[src/rtl/nvme_pkg.sv]
// Shared types, constants and helpers for the NVMe queue arbitration blocks.
// Latency: none; this package holds types and functions only.
// Backpressure: none.
package nvme_pkg;

  localparam int NUM_SQ_DEF = 4;
  localparam int PTR_W_DEF  = 8;
  localparam int QID_W_DEF  = $clog2(NUM_SQ_DEF);

  typedef logic [QID_W_DEF-1:0] qid_t;

  typedef enum logic [1:0] {
    ARB_IDLE  = 2'd0,
    ARB_ISSUE = 2'd1,
    ARB_WAIT  = 2'd2
  } arb_state_e;

  // Wrap an index that is known to be below 2*n back into 0..n-1 without a divider.
  function automatic int wrap_idx(input int idx, input int n);
    return (idx >= n) ? idx - n : idx;
  endfunction

endpackage

[src/rtl/nvme_sq_arbiter_if.sv]
// Bundle of config, doorbell, fetch and head-update signals of the SQ arbiter.
// Latency: none; wiring only.
// Backpressure: fetch_valid/fetch_ready handshake carried through unchanged.
interface nvme_sq_arbiter_if
  import nvme_pkg::*;
#(
  parameter int NUM_SQ = NUM_SQ_DEF,
  parameter int PTR_W  = PTR_W_DEF,
  parameter int QID_W  = $clog2(NUM_SQ)
);

  logic [NUM_SQ-1:0] cfg_en;
  logic [PTR_W-1:0]  cfg_qsize_m1;
  logic              db_wr_en;
  logic [QID_W-1:0]  db_qid;
  logic [PTR_W-1:0]  db_tail;
  logic              db_err;
  logic              fetch_valid;
  logic [QID_W-1:0]  fetch_qid;
  logic [PTR_W-1:0]  fetch_slot;
  logic              fetch_ready;
  logic              fetch_done;
  logic              head_upd_valid;
  logic [QID_W-1:0]  head_upd_qid;
  logic [PTR_W-1:0]  head_upd_head;
  logic              busy;

  // Arbiter side.
  modport slave (
    input  cfg_en, cfg_qsize_m1, db_wr_en, db_qid, db_tail, fetch_ready, fetch_done,
    output db_err, fetch_valid, fetch_qid, fetch_slot,
           head_upd_valid, head_upd_qid, head_upd_head, busy
  );

  // Host / fetch-engine side.
  modport master (
    output cfg_en, cfg_qsize_m1, db_wr_en, db_qid, db_tail, fetch_ready, fetch_done,
    input  db_err, fetch_valid, fetch_qid, fetch_slot,
           head_upd_valid, head_upd_qid, head_upd_head, busy
  );

endinterface

[src/rtl/nvme_rr_pick.sv]
// Round-robin first-requester search starting at ptr_i, wrapping modulo N.
// Latency: purely combinational.
// Backpressure: none; the caller decides when to act on the pick.
module nvme_rr_pick
  import nvme_pkg::*;
#(
  parameter int N     = NUM_SQ_DEF,
  parameter int IDX_W = $clog2(N)
) (
  input  logic [N-1:0]     req_i,
  input  logic [IDX_W-1:0] ptr_i,
  output logic             vld_o,
  output logic [IDX_W-1:0] idx_o
);

  logic [IDX_W-1:0] scan_idx;

  // Visit ptr_i, ptr_i+1, ... (mod N); the first asserted request wins.
  always_comb begin
    vld_o    = 1'b0;
    idx_o    = '0;
    scan_idx = '0;
    for (int i = 0; i < N; i++) begin
      scan_idx = IDX_W'(wrap_idx(int'(ptr_i) + i, N));
      if (!vld_o && req_i[scan_idx]) begin
        vld_o = 1'b1;
        idx_o = scan_idx;
      end
    end
  end

endmodule

[src/rtl/nvme_sq_arbiter.sv]
// Round-robin share of one command-fetch path across NUM_SQ submission queues.
// Latency: doorbell to fetch_valid 2 cycles when idle; 3 cycles minimum per fetch.
// Backpressure: fetch held stable until fetch_ready; one fetch outstanding until fetch_done.
module nvme_sq_arbiter
  import nvme_pkg::*;
#(
  parameter int NUM_SQ = NUM_SQ_DEF,
  parameter int PTR_W  = PTR_W_DEF,
  parameter int QID_W  = $clog2(NUM_SQ)
) (
  input logic              clk,
  input logic              reset_n,
  nvme_sq_arbiter_if.slave sq
);

  arb_state_e       state_q, state_d;
  logic [QID_W-1:0] grant_qid_q, grant_qid_d;
  logic [PTR_W-1:0] slot_q, slot_d;
  logic [QID_W-1:0] rr_ptr_q, rr_ptr_d;
  // Set once the granted queue is seen disabled while its fetch is in flight.
  logic             aborted_q, aborted_d;

  logic [PTR_W-1:0] head_q [NUM_SQ];
  logic [PTR_W-1:0] tail_q [NUM_SQ];

  logic             db_err_q;
  logic             head_upd_valid_q;
  logic [QID_W-1:0] head_upd_qid_q;
  logic [PTR_W-1:0] head_upd_head_q;

  logic [NUM_SQ-1:0] pending;
  logic              pick_vld;
  logic [QID_W-1:0]  pick_qid;
  logic              db_in_range;
  logic              db_ok;
  logic              done_acc;
  logic              head_inc;
  logic [PTR_W-1:0]  head_next;

  // A queue has work when it is live and its head trails its tail.
  always_comb begin
    pending = '0;
    for (int i = 0; i < NUM_SQ; i++) begin
      pending[i] = sq.cfg_en[i] && (head_q[i] != tail_q[i]);
    end
  end

  nvme_rr_pick #(
    .N     (NUM_SQ),
    .IDX_W (QID_W)
  ) u_pick (
    .req_i (pending),
    .ptr_i (rr_ptr_q),
    .vld_o (pick_vld),
    .idx_o (pick_qid)
  );

  // Doorbell qualification; the range check matters only when NUM_SQ is not a power of two.
  assign db_in_range = int'(sq.db_qid) < NUM_SQ;
  assign db_ok       = sq.db_wr_en && db_in_range && sq.cfg_en[sq.db_qid] &&
                       (sq.db_tail <= sq.cfg_qsize_m1);

  // Head advance for the granted queue, wrapping at the configured depth.
  assign head_next = (head_q[grant_qid_q] == sq.cfg_qsize_m1) ? '0
                                                              : head_q[grant_qid_q] + 1'b1;
  assign head_inc  = done_acc && !aborted_q && sq.cfg_en[grant_qid_q];

  // Next-state logic: grant in IDLE, hold the request in ISSUE, await completion in WAIT.
  always_comb begin
    state_d     = state_q;
    grant_qid_d = grant_qid_q;
    slot_d      = slot_q;
    rr_ptr_d    = rr_ptr_q;
    aborted_d   = aborted_q;
    done_acc    = 1'b0;
    unique case (state_q)
      ARB_IDLE: begin
        if (pick_vld) begin
          grant_qid_d = pick_qid;
          slot_d      = head_q[pick_qid];
          aborted_d   = 1'b0;
          state_d     = ARB_ISSUE;
        end
      end
      ARB_ISSUE: begin
        if (!sq.cfg_en[grant_qid_q]) aborted_d = 1'b1;
        if (sq.fetch_ready)          state_d   = ARB_WAIT;
      end
      ARB_WAIT: begin
        if (!sq.cfg_en[grant_qid_q]) aborted_d = 1'b1;
        if (sq.fetch_done) begin
          done_acc = 1'b1;
          rr_ptr_d = QID_W'(wrap_idx(int'(grant_qid_q) + 1, NUM_SQ));
          state_d  = ARB_IDLE;
        end
      end
      default: state_d = ARB_IDLE;
    endcase
  end

  // Arbitration state and latched grant.
  always_ff @(posedge clk or negedge reset_n) begin
    if (!reset_n) begin
      state_q     <= ARB_IDLE;
      grant_qid_q <= '0;
      slot_q      <= '0;
      rr_ptr_q    <= '0;
      aborted_q   <= 1'b0;
    end else begin
      state_q     <= state_d;
      grant_qid_q <= grant_qid_d;
      slot_q      <= slot_d;
      rr_ptr_q    <= rr_ptr_d;
      aborted_q   <= aborted_d;
    end
  end

  // Per-queue pointers: disabled queues are held at zero, otherwise doorbell and fetch act independently.
  always_ff @(posedge clk or negedge reset_n) begin
    if (!reset_n) begin
      for (int i = 0; i < NUM_SQ; i++) begin
        head_q[i] <= '0;
        tail_q[i] <= '0;
      end
    end else begin
      for (int i = 0; i < NUM_SQ; i++) begin
        if (!sq.cfg_en[i]) begin
          head_q[i] <= '0;
          tail_q[i] <= '0;
        end else begin
          if (head_inc && (int'(grant_qid_q) == i)) head_q[i] <= head_next;
          if (db_ok && (int'(sq.db_qid) == i))     tail_q[i] <= sq.db_tail;
        end
      end
    end
  end

  // Registered status pulses: doorbell rejection and head-advance report.
  always_ff @(posedge clk or negedge reset_n) begin
    if (!reset_n) begin
      db_err_q         <= 1'b0;
      head_upd_valid_q <= 1'b0;
      head_upd_qid_q   <= '0;
      head_upd_head_q  <= '0;
    end else begin
      db_err_q         <= sq.db_wr_en && !db_ok;
      head_upd_valid_q <= head_inc;
      if (head_inc) begin
        head_upd_qid_q  <= grant_qid_q;
        head_upd_head_q <= head_next;
      end
    end
  end

  assign sq.db_err         = db_err_q;
  assign sq.fetch_valid    = (state_q == ARB_ISSUE);
  assign sq.fetch_qid      = grant_qid_q;
  assign sq.fetch_slot     = slot_q;
  assign sq.head_upd_valid = head_upd_valid_q;
  assign sq.head_upd_qid   = head_upd_qid_q;
  assign sq.head_upd_head  = head_upd_head_q;
  assign sq.busy           = (state_q != ARB_IDLE);

endmodule

[src/flat_wrapper.sv]
// flat-port wrapper written by rule: the top's interface ports become plain ports
module nvme_sq_arbiter_flat import nvme_pkg::*;
#(
  parameter int NUM_SQ = NUM_SQ_DEF,
  parameter int PTR_W  = PTR_W_DEF,
  parameter int QID_W  = $clog2(NUM_SQ)
)
  (clk, reset_n, sq_cfg_en, sq_cfg_qsize_m1, sq_db_wr_en, sq_db_qid, sq_db_tail, sq_fetch_ready, sq_fetch_done, sq_db_err, sq_fetch_valid, sq_fetch_qid, sq_fetch_slot, sq_head_upd_valid, sq_head_upd_qid, sq_head_upd_head, sq_busy);
  nvme_sq_arbiter_if #(.NUM_SQ(NUM_SQ), .PTR_W(PTR_W), .QID_W(QID_W)) sq_i ();
  input logic clk;
  input logic reset_n;
  input wire logic [$bits(sq_i.cfg_en)-1:0] sq_cfg_en;
  input wire logic [$bits(sq_i.cfg_qsize_m1)-1:0] sq_cfg_qsize_m1;
  input wire logic [$bits(sq_i.db_wr_en)-1:0] sq_db_wr_en;
  input wire logic [$bits(sq_i.db_qid)-1:0] sq_db_qid;
  input wire logic [$bits(sq_i.db_tail)-1:0] sq_db_tail;
  input wire logic [$bits(sq_i.fetch_ready)-1:0] sq_fetch_ready;
  input wire logic [$bits(sq_i.fetch_done)-1:0] sq_fetch_done;
  output wire logic [$bits(sq_i.db_err)-1:0] sq_db_err;
  output wire logic [$bits(sq_i.fetch_valid)-1:0] sq_fetch_valid;
  output wire logic [$bits(sq_i.fetch_qid)-1:0] sq_fetch_qid;
  output wire logic [$bits(sq_i.fetch_slot)-1:0] sq_fetch_slot;
  output wire logic [$bits(sq_i.head_upd_valid)-1:0] sq_head_upd_valid;
  output wire logic [$bits(sq_i.head_upd_qid)-1:0] sq_head_upd_qid;
  output wire logic [$bits(sq_i.head_upd_head)-1:0] sq_head_upd_head;
  output wire logic [$bits(sq_i.busy)-1:0] sq_busy;
  assign sq_i.cfg_en = sq_cfg_en;
  assign sq_i.cfg_qsize_m1 = sq_cfg_qsize_m1;
  assign sq_i.db_wr_en = sq_db_wr_en;
  assign sq_i.db_qid = sq_db_qid;
  assign sq_i.db_tail = sq_db_tail;
  assign sq_i.fetch_ready = sq_fetch_ready;
  assign sq_i.fetch_done = sq_fetch_done;
  assign sq_db_err = sq_i.db_err;
  assign sq_fetch_valid = sq_i.fetch_valid;
  assign sq_fetch_qid = sq_i.fetch_qid;
  assign sq_fetch_slot = sq_i.fetch_slot;
  assign sq_head_upd_valid = sq_i.head_upd_valid;
  assign sq_head_upd_qid = sq_i.head_upd_qid;
  assign sq_head_upd_head = sq_i.head_upd_head;
  assign sq_busy = sq_i.busy;
  nvme_sq_arbiter #(.NUM_SQ(NUM_SQ), .PTR_W(PTR_W), .QID_W(QID_W)) u_core (.clk(clk), .reset_n(reset_n), .sq(sq_i));
endmodule
[config.mk]
export PLATFORM = sky130hd
export DESIGN_NAME = nvme_sq_arbiter_flat
export DESIGN_NICKNAME = d
export VERILOG_FILES = /design/src/rtl/nvme_pkg.sv /design/src/rtl/nvme_sq_arbiter_if.sv /design/src/rtl/nvme_rr_pick.sv /design/src/rtl/nvme_sq_arbiter.sv /design/src/flat_wrapper.sv
export SDC_FILE = /design/constraint.sdc
export NUM_CORES = 1
export LEC_CHECK = 0
export CORE_MARGIN = 4
export CORE_UTILIZATION = 50
export DETAILED_ROUTE_END_ITERATION = 12
export PLACE_DENSITY = 0.74
export SLEW_MARGIN = 20
export SYNTH_ARGS = -nofsm -noshare
export SYNTH_HDL_FRONTEND = slang
export SYNTH_SLANG_ARGS = --single-unit
[constraint.sdc]
create_clock -name clk -period 2.2 [get_ports clk]
set_clock_uncertainty 0.1 [all_clocks]
set_input_delay 0.44 -clock clk [delete_from_list [all_inputs] [get_ports clk]]
set_output_delay 0.44 -clock clk [all_outputs]
set_load 0.02 [all_outputs]
==> results of run 1 <==
-- state kept, by name, summed over array words and instances (netlist names) --
register	cells
u_core.state_q	2
u_core.sq.fetch_qid	2
u_core.sq.fetch_slot	8
u_core.tail_q	32
u_core.sq.db_err	1
u_core.head_q	32
u_core.aborted_q	1
u_core.sq.head_upd_head	8
u_core.rr_ptr_q	2
u_core.sq.head_upd_qid	2
u_core.sq.head_upd_valid	1
-- worst reg2reg max path, stage by stage (launching register included) --
cell and delay, ps:
dfrtp_1 460, xnor2_1 310, nand4_1 230, o21a_1 280
a211oi_2 290, o22ai_4 170, buf_12 180, mux2_4 310
nor2_4 130, a211oi_2 40
-- kinds of logic (layout without fill, tap and decap cells) --
| group | after synthesis | count (layout) | share of synthesized area |
|---|---|---|---|
| AOI/OAI and AO/OA | 86 | 86 | 0.103 |
| muxes | 60 | 60 | 0.142 |
| xor gates and xnor gates | 46 | 46 | 0.0825 |
| DFF | 91 | 91 | 0.434 |
| and+or+nand+nor | 169 | 169 | 0.159 |
| adders and majority gates | 18 | 18 | 0.0429 |
| buffers and inverters | 43 | 200 | 0.0360 |
-- power groups by stage --
stage                     clock network [µW]  registers (µW)  logic [µW]
after floorplan                            0            2140         742
after global placement                     0            2020        1600
after detailed placement                   0            2040        1630
after CTS                               1130            2020        1910
after global routing                    1210            2040        2160
final                                   1130            2020        2030
-- routing by layer --
layer / vias to the layer above / GRT usage
li1: 2062 / -
met1: 2363 / 0.343
met2: 244 / 0.467
met3: 66 / 0.0592
met4: 0 / 0.131
met5: - / 0
-- repair_timing --
action,4_1_cts,5_1_grt
buffers inserted,9,5
gates cloned,2,0
setup endpoints to repair,89,74
gates resized for setup,119,66
hold buffers,1,0
hold endpoints to repair,30,0
pin swaps,65,40
-- cells in the final DEF, fill, tap and decap left out, types with 3 or more instances in the layout --
master / count
xnor2_1: 23
ha_1: 12
dfrtp_2: 7
clkbuf_8: 9
a211oi_2: 10
dlygate4sd2_1: 7
o21ai_4: 4
clkbuf_2: 3
nor3_2: 4
buf_4: 86
mux2i_2: 3
ha_4: 5
nand4b_1: 3
o21ai_0: 6
mux2_4: 8
a21oi_2: 5
dfrtp_1: 84
nand4_1: 8
mux4_2: 9
buf_12: 13
nor2b_1: 4
nor2_4: 10
xor2_2: 9
mux2i_1: 38
inv_8: 3
o21a_1: 3
o21ai_2: 21
inv_2: 3
buf_6: 10
clkdlybuf4s50_1: 39
nor2_1: 12
and2_1: 27
o21ai_1: 19
inv_1: 20
a21oi_1: 3
nand2_1: 81
xnor2_2: 12
-- cells in the mapped netlist (all sizes together) (2+ instances only) --
library cell | n | area share
dfrtp | 91 | 0.43
nand2 | 83 | 0.059
o21ai | 50 | 0.051
mux2i | 41 | 0.078
xnor2 | 35 | 0.064
and2 | 29 | 0.035
inv | 23 | 0.016
nor2 | 23 | 0.018
ha | 18 | 0.043
clkbuf | 12 | 0.0086
xor2 | 11 | 0.018
a211oi | 10 | 0.015
a21oi | 10 | 0.012
mux4 | 10 | 0.044
nand4 | 10 | 0.018
mux2 | 9 | 0.019
buf | 8 | 0.011
nor2b | 6 | 0.0072
nor3 | 5 | 0.0048
nand3 | 4 | 0.0038
nand4b | 3 | 0.0050
o21a | 3 | 0.0043
o22ai | 3 | 0.0048
a21boi | 2 | 0.0029
a21o | 2 | 0.0029
nor4 | 2 | 0.0024
o22a | 2 | 0.0033
or2 | 2 | 0.0033
-- worst min path at each step --
stage          slack [ps]                         end
3_3_place_gp          310            u_core.head_q[8]
5_1_grt               410  u_core.sq.head_upd_head[6]
2_1_floorplan          40            u_core.aborted_q
3_5_place_dp          320     u_core.sq.fetch_slot[0]
4_1_cts               400  u_core.sq.head_upd_head[3]
6_report              400  u_core.sq.head_upd_head[3]
-- area by class of cell --
| type | count | area, µm² | share of cell area |
|---|---|---|---|
| Clock buffer | 9 | 124 | 0.0160 |
| Clock inverter | 7 | 67.6 | 0.00874 |
| Sequential cell | 91 | 2290 | 0.296 |
| Multi-Input combinational cell | 379 | 3450 | 0.447 |
| Timing Repair Buffer | 161 | 1540 | 0.199 |
| Inverter | 23 | 86.3 | 0.0112 |
| Tap cell | 136 | 170 | 0.0220 |
-- per-stage QoR --
stage	worst slack (ps)	setup TNS, ps
after floorplan	-117	-3290
after global placement	-571	-32050
after CTS	-213	-7790
final	-413	-11620
after global routing	-451	-14820
after detailed placement	-829	-39490
==> results.yml, run 1 <==
power_and_ir_drop:
  pwr_density_cell_nw_per_um2: 670
  sw_frac_of_total: 0.364
  power.total_uw: 5180
  p_seq_frac: 0.391
  pwr-share-comb: 0.391
  net-switching-power_uw: 1880
  p_leak_uw: 0.00344
  vdd_drop_max_mv: 0.413
  internal-power_uw: 3290
  p_clk_frac: 0.218
floorplan:
  core.rowCount: 37
  die_area_um2: 12200
  fp.dieW_um: 110
  io-pin-count: 51
  die_y_um: 110
  initial_core_util: 0.510
  design.core.area_um2: 10300
cts:
  clk_latency_ps: 380
  clockBufferDepth: 2
  cts_tree: "done"
  h-tree-depth: 3
  numClockSinks: 91
  cts_buffers: 9
  clk_pin_slew_worst_paths_ps: 110
  clk_root_buffer_cell: "clkbuf_8"
sta:
  tightest_slew_ps: 442
  rsz0062_at_grt: "yes"
  post-route-period-util: 1.19
  setup_violations: 50
  relSlewSlack: 0.705
  setup_ws_ps: -413
  fin_crit_ps: 2610
  final-hold-violation-count: 0
  holdWs_ps: 397
  slew_viol_final: 0
  max_freq_mhz: 383
grt:
  grt_pass1_vias: 4896
  grt_pass1_wl_um: 26500
  grt_max_degree: 43
  antenna_found_initial: 0
  grt_overflow: 0
  grt_usage: 0.279
route:
  wl_met3_um: 1220
  highest_layer: "met4"
  dr.first_iter.drc_count: 494
  met1Wirelength_um: 6840
  ant_nets: 0
  vias_per_cell: 5.87
  post-route-drc-count: 0
  first_pass_iters: 5
  via_count: 4735
  wire_per_inst_um: 22.2
  wl_met2_um: 9000
  drt_wl_total_um: 17900
setup_path:
  rr_startpoint: "u_core.head_q[18]"
  critPathMaxStageDelay_ps: 460
  cp.depth: 9
  rrSetupSlack_ps: -410
  cp_slowest_cell: "dfrtp_1"
  worstPathRequired_ps: 2360
  crit_start: "u_core.head_q[18]"
  worstReg2RegEnd: "u_core.sq.fetch_slot[1]"
  crit_family: "compound AO/OA/AOI/OAI gates"
  startpoint_type: "register"
  reg2reg_depth: 9
  crit_chain: "xnor2_1 > nand4_1 > o21a_1 > a211oi_2 > o22ai_4 > buf_12 > mux2_4 > nor2_4 > a211oi_2"
  path_buf_inv: 1
  path_max_fanout: 5
  crit_path_end_kind: "register"
  critical_path_class: "register to register"
  arrival_ps: 2780
  path_common_cell: "a211oi_2"
  critPathCapture: "u_core.sq.fetch_slot[1]"
layout:
  utilization: 0.752
  fillers: 630
  antenna_cells: 0
  drive_above_1_share: 0.403
  fin_area_um2: 7730
  num-nets-final: 710
  fin_cells: 806
  syn2layout_area_growth_pct: 47.3
logic_synthesis:
  syn_inst: 513
  yosysWarnings: 0
  synth_seq_area_share: 0.434
  avgSynthCellArea_um2: 10.2
  synth_nets: 558
  synth_cell_types: 46
  synth_ff_type: "dfrtp_1"
  netlist_area_um2: 5250
  async_flop_share: 1.00
  ys_seq_elements: 91
  synth_edf_count: 0
placed_design:
  place_area_um2: 6730
  gp_congestion: 0.918
  dp_cells: 775
  port-buffer-count: 50
  hpwlAfterDp_um: 11600
flow_run:
  cap_violations: 0
outcome:
  violations: "setup timing"
  status: "complete, but fails checks"
worst_hold_path:
  worstHoldPathType: "register to register"
  holdCritStartpoint: "u_core.sq.head_upd_head[3]"
  min_delay_path_depth: 2
(Power assumes the default switching activity.)
==> run 2, diff against run 1 <==
--- a/config.mk
+++ b/config.mk
@@ -9,7 +9,8 @@
 export CORE_UTILIZATION = 50
 export DETAILED_ROUTE_END_ITERATION = 12
 export PLACE_DENSITY = 0.74
-export SLEW_MARGIN = 20
+export SLEW_MARGIN = 40
 export SYNTH_ARGS = -nofsm -noshare
 export SYNTH_HDL_FRONTEND = slang
+export SYNTH_HIERARCHICAL = 1
 export SYNTH_SLANG_ARGS = --single-unit
==> run 2 against run 1 <==
Against the previous run:
- the flow still finishes with violations (setup timing)
- synthesized cell count down 6.8%
- register-to-register slack got worse by 240 ps
- fmax is 8.3% lower
- sequential power shrank 5%
==> results.yml, run 2 <==
setup_path:
  rrSetupSlack_ps: -650
  critical_path_class: "register to register"
  worstReg2RegEnd: "u_core/sq.fetch_slot[4]"
  worstPathRequired_ps: 2350
  crit_path_end_kind: "register"
  rr_startpoint: "u_core/tail_q[11]"
  path_max_fanout: 9
  arrival_ps: 3000
  startpoint_type: "register"
  reg2reg_depth: 9
grt:
  grt_pass1_wl_um: 24100
  met3_usage: 0.0574
  antenna_found_initial: 0
  grt_use_met1: 0.345
  grt_usage: 0.274
  grt_max_degree: 69
  grt_pass1_vias: 4594
  grt.busiest_layer: "met2"
  met2_usage: 0.453
  grt_overflow: 0
worst_hold_path:
  holdCritStartpoint: "u_core/sq.head_upd_head[2]"
  worstHoldPathType: "register to register"
  min_to: "u_core/sq.head_upd_head[2]"
  min_delay_path_depth: 2
placed_design:
  dp_slack_ps: -725
  hpwlAfterDp_um: 11400
  place_area_um2: 6650
  dp_cells: 755
  gp_congestion: 0.932
  port-buffer-count: 50
cts:
  h-tree-depth: 3
  cts_tree: "done"
  clk_root_buffer_cell: "clkbuf_8"
  clk_pin_slew_worst_paths_ps: 100
  clockBufferDepth: 2
  clk_latency_ps: 370
  cts_buffers: 9
  numClockSinks: 91
logic_synthesis:
  synth_area_leaders: "dfrtp_1 (44%), mux2i_1 (8.8%), xor2_1 (5.8%)"
  synth_ff_type: "dfrtp_1"
  ys_seq_elements: 91
  avgSynthCellArea_um2: 10.7
  synth_commonest_cells: "dfrtp_1 (91), nand2_1 (55), mux2i_1 (45)"
  synth_cell_types: 44
  synth_seq_area_share: 0.444
  yosysTopAreaCell: "dfrtp_1"
  synth_most_common_cell: "dfrtp_1"
  synth_edf_count: 0
  syn_inst: 478
  yosysWarnings: 6
  netlist_area_um2: 5130
  async_flop_share: 1.00
  synth_nets: 522
  yosys.area.top_type_share: 0.444
route:
  first_pass_iters: 5
  via_count: 4528
  post-route-drc-count: 0
  ant_nets: 0
  vias_per_cell: 5.65
  drt_wl_total_um: 16200
  wire_per_inst_um: 20.2
  dr.first_iter.drc_count: 325
layout:
  fillers: 588
  num-nets-final: 708
  fin_cells: 802
  syn2layout_area_growth_pct: 51.6
  final_cell_mix: "buf_4 (111), dfrtp_1 (87), nand2_1 (50)"
  fin_area_um2: 7770
  final_common_cell: "buf_4"
  antenna_cells: 0
  top_regs: "u_core/head_q (32), u_core/tail_q (32)"
  drive_above_1_share: 0.451
sta:
  relSlewSlack: 0.693
  tightest_slew_ps: 454
  final-hold-violation-count: 0
  slew_viol_final: 0
  rsz0062_at_grt: "yes"
  setup_violations: 53
  fin_crit_ps: 2850
  max_freq_mhz: 351
  holdWs_ps: 381
  setup_ws_ps: -650
  post-route-period-util: 1.30
floorplan:
  fp.dieW_um: 109
  die_area_um2: 11900
  die_y_um: 109
  design.core.area_um2: 9860
  initial_core_util: 0.520
  io-pin-count: 51
  core.rowCount: 36
power_and_ir_drop:
  pwr_density_cell_nw_per_um2: 653
  p_leak_uw: 0.00370
  vdd_drop_max_mv: 0.380
  power.total_uw: 5070
outcome:
  status: "complete, but fails checks"
  violations: "setup timing"
flow_run:
  cap_violations: 0
run 2: metrics by stage:
stage / utilization / setup TNS (ps)
after CTS: 0.744 / -8810
after global routing: 0.788 / -16480
after floorplan: - / -2520
after global placement: 0.674 / -37650
after detailed placement: 0.674 / -40170
final: 0.788 / -11670
run 2: how the worst max path moves through the flow:
stage	startpoint	to	slack, ps
floorplan	u_core/head_q[27]	u_core/sq.fetch_slot[2]	-320
global placement	u_core/head_q[14]	u_core/sq.fetch_slot[2]	-670
detailed placement	sq_cfg_en[3]	u_core/sq.fetch_slot[4]	-730
CTS	u_core/head_q[23]	u_core/sq.fetch_slot[4]	-640
global route	u_core/tail_q[11]	u_core/sq.fetch_slot[4]	-750
finish	u_core/tail_q[11]	u_core/sq.fetch_slot[4]	-650
run 2: cell families (layout without fill, tap and decap cells):
| kind of cell | count (synthesis) | in the layout | synth area share |
|---|---|---|---|
| AND/OR/NAND/NOR | 133 | 133 | 0.142 |
| flip-flops | 91 | 91 | 0.444 |
| multiplexers | 74 | 74 | 0.176 |
| AO/OA/AOI/OAI | 71 | 71 | 0.0773 |
| XOR/XNOR | 46 | 46 | 0.0786 |
| buffers and inverters | 46 | 237 | 0.0407 |
| adder cells (fa/ha/maj) | 17 | 17 | 0.0415 |
run 2: timing repair:
action                                  in CTS  in global routing
hold endpoints to repair                    23                  0
endpoints found under the setup margin      89                 76
resized for setup                          110                 73
pin swaps                                   35                 35
hold buffers                                 1                  0
cloned                                       1                  1
buffers inserted                            19                 15
run 2: where the power goes:
group	switching [µW]	total [µW]	internal, µW
registers	139	1920	1780
clock network	612	1280	673
logic	915	1870	952
run 2: final cells by class:
type                            count  area, µm²  area share
Clock buffer                       10        138      0.0177
Tap cell                          133        166      0.0214
Multi-Input combinational cell    341       3220       0.414
Clock inverter                      6       87.6      0.0113
Inverter                           30        125      0.0161
Timing Repair inverter              1       8.76     0.00113
Sequential cell                    91       2280       0.294
Timing Repair Buffer              190       1740       0.224
run 2: per-layer routing:
metal / vias up / wire (µm)
met5: - / 0
met4: 0 / 563
met3: 40 / 911
met2: 153 / 8150
met1: 2285 / 6610
li1: 2050 / -
run 2: worst max-delay path: stages (launching register included):
cell	delay [ps]
dfrtp_1	420
xor2_1	150
nor4_2	320
buf_4	180
a21boi_4	60
a221o_1	340
a21oi_2	210
buf_12	170
mux4_2	500
mux2_2	270
==> run 3, diff against run 2 <==
--- a/config.mk
+++ b/config.mk
@@ -8,7 +8,7 @@
 export CORE_MARGIN = 4
 export CORE_UTILIZATION = 50
 export DETAILED_ROUTE_END_ITERATION = 12
-export PLACE_DENSITY = 0.74
+export PLACE_DENSITY = 0.71
 export SLEW_MARGIN = 40
 export SYNTH_ARGS = -nofsm -noshare
 export SYNTH_HDL_FRONTEND = slang
==> constraint.sdc (replaced) <==
create_clock -name clk -period 3.5 [get_ports clk]
set_clock_uncertainty 0.1 [all_clocks]
set_input_delay 0.7 -clock clk [delete_from_list [all_inputs] [get_ports clk]]
set_output_delay 0.7 -clock clk [all_outputs]
set_load 0.02 [all_outputs]
==> run 3 against run 2 <==
Against the previous run:
- the run now ends clean
- die area is the same
- non-clock buffer count shrank 128
- design area shrank 23%
- largest cell class unchanged
- highest routed layer unchanged
==> results.yml, run 3 (synthesis results as in run 2) <==
cts:
  clk_latency_ps: 370
  cts_tree: "done"
  clockBufferDepth: 2
  hold_buffers: 0
  cts_resized: 0
  cts_buffers: 9
  clk_pin_slew_worst_paths_ps: 90
  h-tree-depth: 3
  clk_root_buffer_cell: "clkbuf_8"
  post_cts_buffers: 0
  numClockSinks: 91
route:
  ant_nets: 0
  via_count: 3939
  dr.first_iter.drc_count: 221
  first_pass_iters: 5
  drt_wl_total_um: 13500
  vias_per_cell: 5.85
  wire_per_inst_um: 20.0
  post-route-drc-count: 0
power_and_ir_drop:
  power.total_uw: 2700
  vdd_drop_max_mv: 0.253
  p_seq_frac: 0.449
  p_clk_frac: 0.272
  sw_frac_of_total: 0.330
  internal-power_uw: 1810
  net-switching-power_uw: 890
  p_leak_uw: 0.00275
  pwr-share-comb: 0.280
  pwr_density_cell_nw_per_um2: 449
setup_path:
  arrival_ps: 3170
  startpoint_type: "primary input"
  critical_path_class: "primary input to register"
  rrSetupSlack_ps: 490
  worstPathRequired_ps: 3660
  path_max_fanout: 9
  crit_path_end_kind: "register"
grt:
  grt_usage: 0.243
  antenna_found_initial: 0
  met3_usage: 0.0562
  grt_overflow: 0
  grt_pass1_wl_um: 21400
  grt_use_met1: 0.312
  grt_pass1_vias: 3998
  grt.busiest_layer: "met2"
  grt_max_degree: 45
  met2_usage: 0.396
layout:
  final_common_cell: "dfrtp_1"
  drive_above_1_share: 0.137
  top_regs: "u_core/head_q (32), u_core/tail_q (32)"
  antenna_cells: 0
  num-nets-final: 579
  final_cell_mix: "dfrtp_1 (91), nand2_1 (55), clkdlybuf4s50_1 (49)"
  fin_cells: 673
  syn2layout_area_growth_pct: 17.1
sta:
  tns_ps: 0
  max_freq_mhz: 332
  final-hold-violation-count: 0
  tightest_slew_ps: 699
  setup_violations: 0
  post-route-period-util: 0.862
  slew_viol_final: 0
  rsz0062_at_grt: "no"
  fin_crit_ps: 3020
  relSlewSlack: 0.531
flow_run:
  cap_violations: 0
placed_design:
  gp_congestion: 0.971
  hpwlAfterDp_um: 10100
  port-buffer-count: 50
  dp_cells: 657
floorplan:
  io-pin-count: 51
  design.core.area_um2: 9860
  core.rowCount: 36
  initial_core_util: 0.520
  die_area_um2: 11900
  fp.dieW_um: 109
  die_y_um: 109
outcome:
  status: "complete, no violations"
worst_hold_path:
  worstHoldPathType: "primary input to async pin"
[run 3: final cells by class]
class / count / area (µm²)
inverters: 30 / 125
clock inverters: 5 / 62.6
fillers: 812 / 3860
well taps: 133 / 166
repair buffers: 62 / 588
clock buffers: 11 / 141
flip-flops and latches: 91 / 2280
multi-input cells: 341 / 2640
[run 3: per-stage QoR]
| step | hold WS, ps | area [µm²] | setup WS [ps] | utilization |
|---|---|---|---|---|
| floorplan | 304 | 5130 | 294 | - |
| global placement | 363 | 5800 | 151 | 0.588 |
| detailed placement | 376 | 5800 | 124 | 0.588 |
| CTS | 218 | 6000 | 481 | 0.609 |
| global route | 252 | 6000 | 363 | 0.609 |
| finish | 213 | 6000 | 485 | 0.609 |
[run 3: metal layers]
layer | up-vias | wire length (µm)
met2 | 202 | 6520
met4 | 0 | 416
li1 | 1784 | -
met3 | 41 | 1160
met5 | - | 0
met1 | 1912 | 5390
[run 3: worst paths after layout]
check	depth (start not counted)	end	from
max	8	u_core/sq.fetch_slot[0]	sq_cfg_en[1]
min	1	u_core/head_q[25]	reset_n
max reg2reg	8	u_core/sq.fetch_slot[0]	u_core/head_q[14]
min reg2reg	2	u_core/sq.head_upd_head[7]	u_core/sq.head_upd_head[7]
max in group asynchronous	2	u_core/head_q[11]	reset_n
min in group clk	2	u_core/sq.head_upd_head[7]	u_core/sq.head_upd_head[7]
[run 3: power by group through the flow]
| stage | Clock, µW | Combinational [µW] | Sequential (µW) |
|---|---|---|---|
| 2_1_floorplan | 0 | 505 | 1220 |
| 3_3_place_gp | 0 | 732 | 1230 |
| 3_5_place_dp | 0 | 752 | 1230 |
| 4_1_cts | 747 | 755 | 1210 |
| 5_1_grt | 785 | 824 | 1220 |
| 6_report | 733 | 754 | 1210 |
[run 3: critical path: stages]
cell and delay, ps:
clkdlybuf4s50_1 500, a21boi_0 320, inv_1 120, a221o_1 370, a21oi_1 140, buf_4 230
mux4_2 520, mux2_2 270
